`config.mk`:
```
export PLATFORM = sky130hd
export DESIGN_NAME = whack_game_engine
export DESIGN_NICKNAME = d
export VERILOG_FILES = /design/src/rtl/whack_game_engine.sv
export SDC_FILE = /design/constraint.sdc
export NUM_CORES = 1
export LEC_CHECK = 0
export ABC_AREA = 1
export BUFFER_PORTS_ARGS = -buffer_cell sky130_fd_sc_hd__buf_2
export CORE_UTILIZATION = 45
export CTS_CLUSTER_SIZE = 25
export DETAILED_ROUTE_END_ITERATION = 7
export GPL_TIMING_DRIVEN = 0
export PLACE_DENSITY = 0.6
export SLEW_MARGIN = 25
export SYNTH_ARGS = -nofsm -noshare
export SYNTH_HDL_FRONTEND = slang
export SYNTH_SLANG_ARGS = --single-unit
```
`constraint.sdc`:
```
create_clock -name clk -period 4 [get_ports clk]
set_input_delay 0.4 -clock clk [delete_from_list [all_inputs] [get_ports clk]]
set_output_delay 0.4 -clock clk [all_outputs]
set_load 0.02 [all_outputs]
```
`src/rtl/whack_game_engine.sv`:
```
// Whack-a-mole game engine: game FSM, LFSR-driven mole spawning, per-hole lifetimes, score/escape counters.
// Optional MISS_PENALTY_EN: a hit on an empty hole decrements the score (saturating at 0).
module whack_game_engine #(
  parameter int unsigned     N_HOLES          = 9,
  parameter int unsigned     SCORE_W          = 8,
  parameter longint unsigned GAME_CYCLES      = 64'd3_000_000_000,
  parameter longint unsigned SPAWN_CYCLES     = 64'd50_000_000,
  parameter longint unsigned MOLE_LIFE_CYCLES = 64'd150_000_000,
  parameter int unsigned     WIN_SCORE        = 10,
  parameter logic [15:0]     LFSR_SEED        = 16'hACE1,
  localparam int unsigned    IDX_W            = $clog2(N_HOLES)
) (
  input  logic               clk,
  input  logic               rst,
  input  logic               start,
  input  logic               hit_valid,
  input  logic [IDX_W-1:0]   hit_pos,
  output logic [1:0]         game_state,
  output logic [N_HOLES-1:0] mole_map,
  output logic [SCORE_W-1:0] score,
  output logic [SCORE_W-1:0] escapes,
  output logic               hit_ack
);

  localparam int unsigned GT_W  = (GAME_CYCLES > 1) ? $clog2(GAME_CYCLES) : 1;
  localparam int unsigned SP_W  = (SPAWN_CYCLES > 1) ? $clog2(SPAWN_CYCLES) : 1;
  localparam int unsigned LF_W  = (MOLE_LIFE_CYCLES > 1) ? $clog2(MOLE_LIFE_CYCLES) : 1;
  localparam int unsigned IDX1_W = IDX_W + 1;
  localparam int unsigned P2_W  = 1 << IDX_W;

  localparam logic [GT_W-1:0]    GAME_LAST  = GT_W'(GAME_CYCLES - 1);
  localparam logic [SP_W-1:0]    SPAWN_LAST = SP_W'(SPAWN_CYCLES - 1);
  localparam logic [LF_W-1:0]    LIFE_LAST  = LF_W'(MOLE_LIFE_CYCLES - 1);
  localparam logic [IDX_W:0]     N_HOLES_C  = IDX1_W'(N_HOLES);
  localparam logic [SCORE_W-1:0] SCORE_MAX  = {SCORE_W{1'b1}};
  localparam logic [SCORE_W-1:0] WIN_C      = SCORE_W'(WIN_SCORE);

  typedef enum logic [1:0] {
    S_IDLE = 2'd0,
    S_GAME = 2'd1,
    S_WIN  = 2'd2,
    S_LOSE = 2'd3
  } state_t;

  state_t            state;
  logic [15:0]       lfsr;
  logic [GT_W-1:0]   game_timer;
  logic [SP_W-1:0]   spawn_cnt;
  logic [LF_W-1:0]   life_cnt [N_HOLES];

  logic [P2_W-1:0]    map_ext;
  logic               pos_ok;
  logic [IDX_W-1:0]   spawn_idx;
  logic               hit_now;
  logic               spawn_now;
  logic [N_HOLES-1:0] hit_mask;
  logic [N_HOLES-1:0] spawn_mask;
  logic [N_HOLES-1:0] expire;
  logic [N_HOLES-1:0] next_map;
  logic [SCORE_W-1:0] next_score;
  logic [SCORE_W-1:0] next_esc;
`ifdef MISS_PENALTY_EN
  logic               miss_now;
`endif

  assign game_state = state;

  // Per-cycle hit/spawn/expiry decisions and next values of the game counters
  always_comb begin
    hit_now    = 1'b0;
    spawn_now  = 1'b0;
    hit_mask   = '0;
    spawn_mask = '0;
    expire     = '0;
    map_ext    = P2_W'(mole_map);
    pos_ok     = {1'b0, hit_pos} < N_HOLES_C;
    spawn_idx  = lfsr[IDX_W-1:0];
    if ({1'b0, spawn_idx} >= N_HOLES_C) spawn_idx = spawn_idx - N_HOLES_C[IDX_W-1:0];
`ifdef MISS_PENALTY_EN
    miss_now   = 1'b0;
`endif
    if (state == S_GAME) begin
      hit_now   = hit_valid && pos_ok && map_ext[hit_pos];
      spawn_now = (spawn_cnt == SPAWN_LAST) && !map_ext[spawn_idx] &&
                  !(hit_now && (hit_pos == spawn_idx));
      for (int i = 0; i < N_HOLES; i++) expire[i] = mole_map[i] && (life_cnt[i] == LIFE_LAST);
`ifdef MISS_PENALTY_EN
      miss_now  = hit_valid && pos_ok && !map_ext[hit_pos];
`endif
    end
    if (hit_now)   hit_mask   = N_HOLES'(1) << hit_pos;
    if (spawn_now) spawn_mask = N_HOLES'(1) << spawn_idx;
    next_map   = (mole_map & ~(hit_mask | expire)) | spawn_mask;
    next_score = score;
    if (hit_now && (score != SCORE_MAX)) next_score = score + SCORE_W'(1);
`ifdef MISS_PENALTY_EN
    if (miss_now && (score != '0)) next_score = score - SCORE_W'(1);
`endif
    // Spawns are one per interval, so at most one mole can expire per cycle
    next_esc = escapes;
    if ((|(expire & ~hit_mask)) && (escapes != SCORE_MAX)) next_esc = escapes + SCORE_W'(1);
  end

  always_ff @(posedge clk) begin
    if (rst) begin
      state      <= S_IDLE;
      lfsr       <= LFSR_SEED;
      game_timer <= '0;
      spawn_cnt  <= '0;
      mole_map   <= '0;
      score      <= '0;
      escapes    <= '0;
      hit_ack    <= 1'b0;
      for (int i = 0; i < N_HOLES; i++) life_cnt[i] <= '0;
    end else begin
      lfsr    <= {1'b0, lfsr[15:1]} ^ (lfsr[0] ? 16'hB400 : 16'h0000);
      hit_ack <= hit_now;
      case (state)
        S_IDLE: begin
          if (start) begin
            state      <= S_GAME;
            game_timer <= '0;
            spawn_cnt  <= '0;
            mole_map   <= '0;
            score      <= '0;
            escapes    <= '0;
            for (int i = 0; i < N_HOLES; i++) life_cnt[i] <= '0;
          end
        end
        S_GAME: begin
          game_timer <= game_timer + GT_W'(1);
          spawn_cnt  <= (spawn_cnt == SPAWN_LAST) ? '0 : spawn_cnt + SP_W'(1);
          mole_map   <= next_map;
          score      <= next_score;
          escapes    <= next_esc;
          for (int i = 0; i < N_HOLES; i++) begin
            if (spawn_mask[i])                life_cnt[i] <= '0;
            else if (mole_map[i] && !expire[i]) life_cnt[i] <= life_cnt[i] + LF_W'(1);
          end
          // Win is checked first so it takes priority over a simultaneous timeout
          if (score >= WIN_C) begin
            state    <= S_WIN;
            mole_map <= '0;
          end else if (game_timer == GAME_LAST) begin
            state    <= S_LOSE;
            mole_map <= '0;
          end
        end
        S_WIN, S_LOSE: if (start) state <= S_IDLE;
        default:       state <= S_IDLE;
      endcase
    end
  end

endmodule

```
* Word level (Yosys, flattened, before mapping)
Memory sizes are Yosys's and may differ from the RTL's. Cells that the tools add are included.
Cells by class: add/sub/neg operators 14, $lt $le $gt $ge 5, equal/unequal tests 22, shifts and indexed selects 2, muxes and demuxes 144, bitwise logic cells 34, reduce and logical (&&, ||, !) cells 44
Operator list (count):
- 28-bit 2-to-1 mux | 27
- 28-bit by 1-bit adder with 28-bit output, second input constant | 9
- 28-bit equality test, second input constant | 9
- 1-bit 2-to-1 mux | 91
- 32-bit one-hot mux with 2 select lines | 1
- 9-bit 2-to-1 mux | 6
- 26-bit 2-to-1 mux | 2
- 26-bit one-hot mux with 2 select lines | 1
- 32-bit by 1-bit adder with 32-bit output, second input constant | 1
- 32-bit equality test, second input constant | 1
- 32-bit 2-to-1 mux | 1
- 8-bit one-hot mux with 2 select lines | 2
- 1-bit OR | 27
- 26-bit by 1-bit adder with 26-bit output, second input constant | 1
- 26-bit equality test, second input constant | 1
- 1-bit logical AND | 25
- 8-bit 2-to-1 mux | 3
- 9-bit AND | 2
- 9-bit inverter | 2
- 9-bit OR | 2
- 9-bit one-hot mux with 2 select lines | 1
- 1-bit by 4-bit left shift with 9-bit output, first input constant | 2
- 8-bit by 1-bit adder with 8-bit output, second input constant | 2
- 16-bit 2-to-1 mux | 1
- other kinds (24) | 45
Word-level totals: register bits 102, bits in writable memories 252, input bits 8, output and inout bits 28, logic and storage cells 274, memories 1
Memories:
- life_cnt | depth 9, width 28, rd ports 9, clocked after memory_dff 0, wr ports 9, line 49 | logic [LF_W-1:0] life_cnt [N_HOLES];

* Depth between registers and ports, before layout
Gate-level depths: netlist of run 1.
depth in word-level cells 15, mapped depth 20

* Worst setup path after synthesis of run 1
OpenSTA, ideal clock, no wires.
path type flip-flop to flip-flop, start reg lfsr[0], end mem life_cnt[3][0] (netlist name), enable pin, library setup time 0.585 ns, arrival 2.681 ns, required time 3.415 ns, slack 0.734 ns, cell stages (with the launch flop) 15, path buffers 0, cell sequence dfxtp_1 inv_2 ha_1 nand3_2 nand2_2 xor2_2 nand2_1 nor3_1 nand2_1 nand2_1 inv_1 nand2_1 nor2_4 nand3_1 nand4_1
RTL lines:
- start, declared | line 46 | logic [15:0] lfsr;
- start signal, assigned | line 116 | lfsr <= {1'b0, lfsr[15:1]} ^ (lfsr[0] ? 16'hB400 : 16'h0000);
- end, declared | line 49

==> results of run 1 <==
==> registers in the layout, summed over array words and instances (netlist names) <==
signal      cells
life_cnt      252
game_timer     32
spawn_cnt      26
lfsr           16
mole_map        9
escapes         8
score           8
game_state      2
hit_ack         1
==> worst max path at each step <==
stage,slack (ps),from,endpoint
after floorplan,730,lfsr[0],life_cnt[3][0]
after global placement,-650,game_state[0],life_cnt[3][14]
after detailed placement,110,game_state[0],life_cnt[3][0]
after CTS,150,game_state[0],life_cnt[3][0]
after global routing,40,game_state[1],life_cnt[4][2]
final,210,game_state[1],life_cnt[4][26]
==> worst max-delay path: cells and delay by family, from the launching register on <==
| family | cells | cell delay [ps] |
|---|---|---|
| buffers and inverters | 6 | 2030 |
| AND/OR/NAND/NOR | 4 | 1120 |
| flip-flops | 1 | 370 |
==> stage by stage <==
step / instances / util / hold slack, ps / area (um2)
2_1_floorplan: 2559 / - / 388 / 20400
3_3_place_gp: 3183 / 0.479 / 394 / 21300
3_5_place_dp: 3201 / 0.484 / 393 / 21500
4_1_cts: 3277 / 0.514 / 214 / 22900
5_1_grt: 3278 / 0.514 / 254 / 22900
6_report: 3278 / 0.514 / 249 / 22900
==> cell type report <==
class | count | area [um2]
multi-input combinational | 1792 | 9240
buffer | 57 | 243
timing repair buffer | 51 | 382
clock buffer | 56 | 1170
clock inverter | 20 | 149
sequential | 354 | 9610
inverter | 356 | 1340
fill | 4244 | 21600
tap | 592 | 741
==> cells in the final DEF (no fill, tap or decap), types with 22 or more instances in the layout <==
| master | instances |
|---|---|
| a21oi_1 | 126 |
| buf_2 | 49 |
| clkbuf_1 | 43 |
| clkbuf_16 | 44 |
| dfxtp_1 | 102 |
| edfxtp_1 | 252 |
| inv_1 | 346 |
| nand2_1 | 519 |
| nand3_1 | 141 |
| nand4_1 | 86 |
| nor2_1 | 344 |
| nor2_2 | 22 |
| nor3_1 | 109 |
| nor3b_1 | 66 |
| nor4_1 | 53 |
| o21ai_0 | 58 |
| xnor2_1 | 22 |
| xor2_1 | 72 |
==> routing by layer <==
layer,vias up,track usage
li1,8793,-
met1,7987,0.292
met2,398,0.335
met3,93,0.0337
met4,4,0.0742
met5,-,0
==> cells in the mapped netlist (10+ instances only) <==
library cell	instances
a211oi_1	14
a21oi_1	126
a31oi_1	11
buf_2	17
clkbuf_1	33
dfxtp_1	102
edfxtp_1	252
ha_1	16
inv_1	346
nand2_1	519
nand2_2	11
nand3_1	141
nand3_2	10
nand4_1	86
nor2_1	344
nor2_2	22
nor2_4	10
nor3_1	109
nor3_2	15
nor3b_1	66
nor4_1	53
o21ai_0	58
or2_2	21
xnor2_1	22
xor2_1	72
==> logic make-up after synthesis <==
logic type | count (synthesis) | synth area share
AND/OR/NAND/NOR | 1441 | 0.335
AO/OA/AOI/OAI | 240 | 0.0660
adder cells (fa/ha/maj) | 16 | 0.00980
buffers and inverters | 413 | 0.0774
XOR/XNOR | 95 | 0.0411
flip-flops | 354 | 0.470
==> power by group <==
part | switching (mW) | internal [mW] | total (mW)
Combinational | 1.02 | 0.399 | 1.42
Sequential | 0.365 | 4.39 | 4.76
Clock | 1.57 | 2.13 | 3.70
Total | 2.96 | 6.92 | 9.87
==> timing repair <==
action                     CTS  global route
setup endpoints to repair    0            10
hold endpoints to repair     0             0
buffers inserted             0             1
==> flow_summary_export.csv, run 1 <==
group,metric,value,unit
clock_tree,cts_tree,"done",
hold_path,worstHoldStart,"hit_valid",
route,top_layer,"met5",
sta,maxSlewHeadroom,0.371,
grt,grt_usage,0.211,
route,wl_per_cell,15.0,um
clock_tree,clk-insertion-delay-late,580,ps
synth,synth_top_flop_cell,"edfxtp_1",
floorplan,initial_core_util,0.459,
synth,synth_edf_count,252,
synth,synth_area_leaders,"edfxtp_1 37%, dfxtp_1 10%, nand2_1 9.5%, inv_1 6.4%, nor2_1 6.3%",
worst_setup_path,path_max_fanout,12,
worst_setup_path,reg2reg_from,"game_state[1]",
floorplan,die-area,0.0463,mm2
synth,ys_seq_area_frac,0.470,
worst_setup_path,slowest_delay,720,ps
synth,yosys.area.top_type,"edfxtp_1",
finish,synthToLayoutAreaGrowth,11.9,%
worst_setup_path,slowest_stage,"nand4_1",
placed_design,dp_hpwl,35.5,mm
worst_setup_path,cp_cell_sequence,"nor2_1 -> inv_2 -> buf_2 -> nor2_1 -> buf_2 -> nand2_1 -> clkbuf_1 -> nand4_1 -> buf_6 -> buf_6",
floorplan,die_x,215,um
sta,max_freq,264,MHz
synth,syn_area,0.0204,mm2
grt,antenna_found_initial,2,
synth,ys_seq_elements,354,
route,drc,0,
floorplan,die_h,215,um
grt,grt_pass1_wl,80.7,mm
synth,synthArstFlopShare,0,
power_and_ir_drop,ir_drop,323,uV
sta,tightest_slew,944,ps
sta,hold_violations,0,
synth,synth_cells,2559,
sta,setup_viol,0,
synth,yosysWarnings,0,
hold_path,hold_path_class,"primary input to register",
worst_setup_path,cp.required,4330,ps
clock_tree,ctsLongestPathBuffers,3,
sta,min_period_over_period,0.948,
placed_design,io_buffers,32,
worst_setup_path,critPathKind,"register to register",
sta,fin_ws,209,ps
clock_tree,numCtsBuffers,42,
floorplan,core,0.0445,mm2
power_and_ir_drop,total_leakage_power,8.45,nW
route,wl_met2,21.6,mm
flow_run,max-cap-violations,0,
power_and_ir_drop,power,9.87,mW
sta,fin_crit,3790,ps
sta,rsz0062_at_grt,"false",
hold_path,holdPathEnd,"hit_ack",
clock_tree,clk_pin_slew,60,ps
route,firstDrtPassIters,5,
route,drt-initial-drc-count,1164,
synth,yosysTopAreaCellShare,0.370,
synth,ys_types,59,
finish,drive_gt1_frac,0.0912,
placed_design,pre_cts_ws,110,ps
hold_path,holdPathStages,3,
route,via_per_inst,5.27,
floorplan,num_rows,77,
route,num_vias,17300,
synth,synth_nets,2583,
route,wl_met3,2.64,mm
status,status,"finished clean",
finish,final_nets,2678,
worst_setup_path,setup.worst_path.start_class,"register",
worst_setup_path,r2r_slack,210,ps
worst_setup_path,arrival,4120,ps
sta,slew_viol_final,0,
grt,gr-total-overflow,0,
route,routed_wl,49.0,mm
route,m1WireLength,23.5,mm
grt,grt_pass1_vias,16400,
clock_tree,cts_sinks,354,
worst_setup_path,r2r_cells,10,
route,ant_nets,0,
clock_tree,clockRootBuffer,"clkbuf_16",
synth,avgSynthCellArea,7.99,um2
clock_tree,htreeDepth,2,
worst_setup_path,worstReg2RegEnd,"life_cnt[4][26]",
placed_design,place.gp.congestion,0.899,
floorplan,ios,36,
sta,setup_tns,0,ps
grt,grt_max_degree,14,
power_and_ir_drop,powerDensity,432,mW/mm2
worst_setup_path,crit_path_end_kind,"register",
clock_tree,ctsResizeCount,0,
sta,fin_skew,21.6,ps
clock_tree,postCtsHoldBufs,0,
finish,n_antenna_cell,0,
Power figures use the tool's default switching activity.
==> inputs of run 2 (changes only) <==
--- a/config.mk
+++ b/config.mk
@@ -7,6 +7,7 @@
 export LEC_CHECK = 0
 export ABC_AREA = 1
 export BUFFER_PORTS_ARGS = -buffer_cell sky130_fd_sc_hd__buf_2
+export CAP_MARGIN = 40
 export CORE_UTILIZATION = 45
 export CTS_CLUSTER_SIZE = 25
 export DETAILED_ROUTE_END_ITERATION = 7
==> constraint.sdc (replaced) <==
create_clock -name clk -period 4.45 [get_ports clk]
set_input_delay 0.445 -clock clk [delete_from_list [all_inputs] [get_ports clk]]
set_output_delay 0.445 -clock clk [all_outputs]
set_load 0.02 [all_outputs]
==> run 2 against run 1 <==
- core utilization up 0.19 points
- flip-flop and latch count did not move
- largest power group unchanged
- clock power fell by 5.9%
==> flow_summary_export.csv, run 2 (same netlist as run 1, synthesis figures left out) <==
group,metric,value,unit
status,status,"finished clean",
placed_design,post-place-cells,3203,
sta,fin_crit,3890,ps
sta,setup_viol,0,
floorplan,core,0.0445,mm2
floorplan,num_rows,77,
finish,final_nets,2679,
clock_tree,clk_pin_slew,60,ps
power_and_ir_drop,internal-power,6.39,mW
clock_tree,postCtsHoldBufs,0,
worst_setup_path,worstReg2RegEnd,"life_cnt[3][3]",
clock_tree,post_cts_buffers,0,
sta,rsz0062_at_grt,"false",
finish,final_common_cell,"nand2_1",
grt,antenna_found_initial,0,
route,firstDrtPassIters,6,
finish,regMostFlops,"life_cnt",
hold_path,holdPathEnd,"hit_ack",
clock_tree,htreeDepth,2,
worst_setup_path,critPathKind,"register to register",
floorplan,die-area,0.0463,mm2
worst_setup_path,cp.required,4770,ps
finish,multi_input_area,0.00924,mm2
floorplan,die_x,215,um
route,drt-initial-drc-count,1283,
clock_tree,clockRootBuffer,"clkbuf_16",
finish,reg.largest.list,"life_cnt: 252 flops, game_timer: 32 flops, spawn_cnt: 26 flops",
finish,largest_reg_flops,252,
worst_setup_path,startpoint,"game_state[0]",
clock_tree,cts_tree,"done",
power_and_ir_drop,total_leakage_power,8.49,nW
placed_design,place.gp.congestion,0.899,
hold_path,worstHoldStart,"hit_valid",
grt,grt_max_degree,14,
power_and_ir_drop,swShare,0.293,
sta,slew_viol_final,0,
floorplan,initial_core_util,0.459,
power_and_ir_drop,powerDensity,394,mW/mm2
worst_setup_path,r2r_cells,13,
worst_setup_path,setup.worst_path.start_class,"register",
flow_run,max-cap-violations,0,
sta,tightest_slew,743,ps
placed_design,pre_cts_ws,547,ps
worst_setup_path,path_max_fanout,13,
grt,grt_pass1_wl,81.1,mm
clock_tree,ctsResizeCount,0,
clock_tree,clk-insertion-delay-late,570,ps
sta,fin_skew,15.9,ps
sta,hold_violations,0,
power_and_ir_drop,power,9.04,mW
worst_setup_path,crit_path_end_kind,"register",
clock_tree,cts_sinks,354,
finish,fin_util,0.516,
finish,seq_area,0.00961,mm2
clock_tree,numCtsBuffers,42,
route,num_vias,17400,
finish,synthToLayoutAreaGrowth,12.3,%
placed_design,place_area,0.0216,mm2
route,via_per_inst,5.29,
floorplan,ios,36,
sta,maxSlewHeadroom,0.503,
floorplan,die_h,215,um
power_and_ir_drop,pwr-share-comb,0.142,
sta,min_period_over_period,0.873,
sta,setup_tns,0,ps
sta,holdWs,310,ps
worst_setup_path,reg2reg_from,"game_state[0]",
route,ant_nets,0,
power_and_ir_drop,p_seq_frac,0.473,
grt,gr-total-overflow,0,
route,routed_wl,49.1,mm
clock_tree,ctsLongestPathBuffers,3,
finish,fillers,4265,
hold_path,holdPathStages,3,
finish,n_antenna_cell,0,
power_and_ir_drop,switchingPower,2.65,mW
placed_design,io_buffers,32,
route,wl_per_cell,15.0,um
worst_setup_path,r2r_slack,560,ps
worst_setup_path,arrival,4210,ps
finish,stdcell_area,0.0230,mm2
grt,grt_pass1_vias,16500,
sta,fin_ws,563,ps
power_and_ir_drop,p_clk_frac,0.385,
route,drc,0,
sta,max_freq,257,MHz
finish,layout_common_cells,"519 x nand2_1, 346 x inv_1, 344 x nor2_1",
power_and_ir_drop,ir_drop,347,uV
placed_design,dp_hpwl,35.7,mm
grt,grt_usage,0.212,
hold_path,hold_path_class,"primary input to register",
finish,drive_gt1_frac,0.0904,
finish,fin_cells,3279,
[run 2: power by group through the flow]
stage               logic, mW  clock network, mW  registers, mW
floorplan               0.826                  0           4.28
global placement         1.18                  0           4.35
detailed placement       1.28                  0           4.34
CTS                      1.29               3.57           4.27
global route             1.43               3.68           4.33
finish                   1.28               3.48           4.28
[run 2: area by class of cell]
type                            instances  share of cell area
Timing Repair Buffer                   52              0.0173
Clock inverter                         14             0.00523
Multi-Input combinational cell       1792               0.403
Inverter                              356              0.0583
Clock buffer                           62              0.0550
Tap cell                              592              0.0323
Sequential cell                       354               0.419
Buffer                                 57              0.0106
[run 2: critical path: stages, from the launching register on]
cell and delay (ps):
dfxtp_1 340, inv_1 60, nor2_1 250, buf_2 410
nand3_1 110, nor3_1 180, nand3_1 220, nand2_1 220
nor2_1 150, inv_1 200, clkbuf_1 490, nand4_1 520
buf_8 330, buf_6 160
[run 2: how the worst max path moves through the flow]
stage | to | slack [ps] | cells past startpoint
2_1_floorplan | life_cnt[3][0] | 1180 | 14
3_3_place_gp | life_cnt[3][14] | -200 | 11
3_5_place_dp | life_cnt[3][1] | 550 | 13
4_1_cts | life_cnt[3][1] | 570 | 13
5_1_grt | life_cnt[3][0] | 260 | 13
6_report | life_cnt[3][3] | 560 | 13
[run 2: per-layer routing]
metal / track usage / vias to the layer above / wire (um)
li1: - / 8798 / -
met1: 0.293 / 8105 / 23500
met2: 0.338 / 364 / 21900
met3: 0.0343 / 83 / 2470
met4: 0.0723 / 0 / 1220
met5: 0 / - / 0
==> inputs of run 3 (changes only) <==
--- a/config.mk
+++ b/config.mk
@@ -8,6 +8,7 @@
 export ABC_AREA = 1
 export BUFFER_PORTS_ARGS = -buffer_cell sky130_fd_sc_hd__buf_2
 export CAP_MARGIN = 40
+export CORE_ASPECT_RATIO = 0.5
 export CORE_UTILIZATION = 45
 export CTS_CLUSTER_SIZE = 25
 export DETAILED_ROUTE_END_ITERATION = 7
==> run 3 against run 2 <==
- critical endpoint is now life_cnt[5][3]
- wire length down 1.1%
- non-clock buffer count up 3
- setup slack better by 59 ps
- final area down 0.89%
- cell count down 0.34%
- register-to-register slack better by 60 ps
- flip-flop and latch count unchanged
- sequential share of layout area up 0.38 points
- critical path depth down 2
==> flow_summary_export.csv, run 3 (same netlist as run 1, synthesis figures left out) <==
group,metric,value,unit
sta,setup_viol,0,
clock_tree,htreeDepth,2,
finish,synthToLayoutAreaGrowth,11.3,%
clock_tree,cts_sinks,354,
route,routed_wl,48.5,mm
grt,grt_usage,0.211,
floorplan,initial_core_util,0.462,
power_and_ir_drop,p_seq_frac,0.499,
clock_tree,post_cts_buffers,0,
sta,maxSlewHeadroom,0.476,
grt,grt_max_degree,16,
worst_setup_path,path_max_fanout,11,
finish,final_common_cell,"nand2_1",
floorplan,num_rows,54,
power_and_ir_drop,pwr-share-comb,0.150,
worst_setup_path,crit_path_end_kind,"register",
worst_setup_path,critPathKind,"register to register",
placed_design,io_buffers,32,
finish,n_antenna_cell,0,
clock_tree,clockRootBuffer,"clkbuf_16",
route,wl_per_cell,14.9,um
power_and_ir_drop,swShare,0.299,
finish,reg.largest.list,"life_cnt: 252 flops, game_timer: 32 flops, spawn_cnt: 26 flops",
power_and_ir_drop,internal-power,6.01,mW
worst_setup_path,arrival,4120,ps
finish,seq_area,0.00961,mm2
worst_setup_path,cp.required,4740,ps
grt,antenna_found_initial,0,
placed_design,post-place-cells,3199,
power_and_ir_drop,switchingPower,2.56,mW
floorplan,core,0.0442,mm2
hold_path,hold_path_class,"primary input to register",
flow_run,max-cap-violations,0,
finish,multi_input_area,0.00924,mm2
clock_tree,postCtsHoldBufs,0,
finish,stdcell_area,0.0228,mm2
clock_tree,clk_pin_slew,70,ps
placed_design,dp_hpwl,35.8,mm
power_and_ir_drop,powerDensity,377,mW/mm2
finish,fin_cells,3268,
route,num_vias,17100,
power_and_ir_drop,total_leakage_power,8.40,nW
sta,max_freq,261,MHz
route,firstDrtPassIters,5,
sta,fin_crit,3830,ps
sta,tightest_slew,785,ps
grt,gr-total-overflow,0,
finish,largest_reg_flops,252,
finish,layout_common_cells,"519 x nand2_1, 349 x inv_1, 344 x nor2_1",
route,drc,0,
sta,fin_skew,24.2,ps
finish,regMostFlops,"life_cnt",
clock_tree,ctsResizeCount,0,
worst_setup_path,setup.worst_path.start_class,"register",
grt,grt_pass1_wl,79.8,mm
clock_tree,ctsLongestPathBuffers,3,
sta,hold_violations,0,
clock_tree,cts_tree,"done",
route,via_per_inst,5.23,
placed_design,place_area,0.0216,mm2
grt,grt_pass1_vias,16000,
sta,rsz0062_at_grt,"false",
floorplan,die_x,303,um
floorplan,ios,36,
floorplan,die-area,0.0463,mm2
power_and_ir_drop,p_clk_frac,0.351,
floorplan,die_h,153,um
sta,min_period_over_period,0.860,
status,status,"finished clean",
finish,final_nets,2676,
sta,slew_viol_final,0,
clock_tree,numCtsBuffers,36,
finish,drive_gt1_frac,0.0877,
finish,fin_util,0.515,
route,drt-initial-drc-count,1302,
clock_tree,clk-insertion-delay-late,540,ps
placed_design,place.gp.congestion,0.921,
power_and_ir_drop,ir_drop,348,uV
route,ant_nets,0,
finish,fillers,4228,
==> run 3: routing by layer <==
layer | vias up | routed length (um) | GRT usage
met5 | - | 0 | 0
met4 | 0 | 796 | 0.0505
met3 | 53 | 2270 | 0.0336
met2 | 302 | 21200 | 0.325
met1 | 7942 | 24300 | 0.307
li1 | 8781 | - | -
==> run 3: final cells by class <==
| cell class | instances | area share |
|---|---|---|
| clock buffers | 51 | 0.0453 |
| flip-flops and latches | 354 | 0.422 |
| plain buffers | 57 | 0.0107 |
| well taps | 588 | 0.0323 |
| clock inverters | 15 | 0.00495 |
| repair buffers | 55 | 0.0192 |
| multi-input cells | 1792 | 0.406 |
| inverters | 356 | 0.0588 |
==> run 3: critical path, cell delays in order, from the launching register on <==
cell and delay, ps:
dfxtp_1 350, inv_1 60, nor2_1 140, buf_2 370, nand4_1 180, nor4_1 630
nor2_1 130, nand2_1 110, clkbuf_1 470, nand4_1 610, buf_6 360, buf_6 150
==> run 3: path summary, 6_finish.rpt <==
path,startpoint,end,slack [ps],cells past startpoint
worst max-delay path,game_state[0],life_cnt[5][3],620,11
worst min-delay path,hit_valid,hit_ack,350,3
worst max register to register,game_state[0],life_cnt[5][3],620,11
worst min register to register,lfsr[15],lfsr[14],400,2
==> run 3: power by group through the flow <==
stage                     sequential, mW  combinational (mW)  clock [mW]
after floorplan                     4.28               0.826           0
after global placement              4.35                1.18           0
after detailed placement            4.33                1.27           0
after CTS                           4.27                1.27        3.09
after global routing                4.33                1.43        3.21
final                               4.27                1.28        3.01
==> run 3: stage by stage <==
stage	setup TNS [ps]	power (mW)	hold slack, ps	setup WS (ps)
finish	0	8.57	350	622
global route	0	8.97	335	318
CTS	0	8.63	340	670
detailed placement	0	5.60	396	702
global placement	-3730	5.53	392	-80.9
floorplan	0	5.11	388	1180
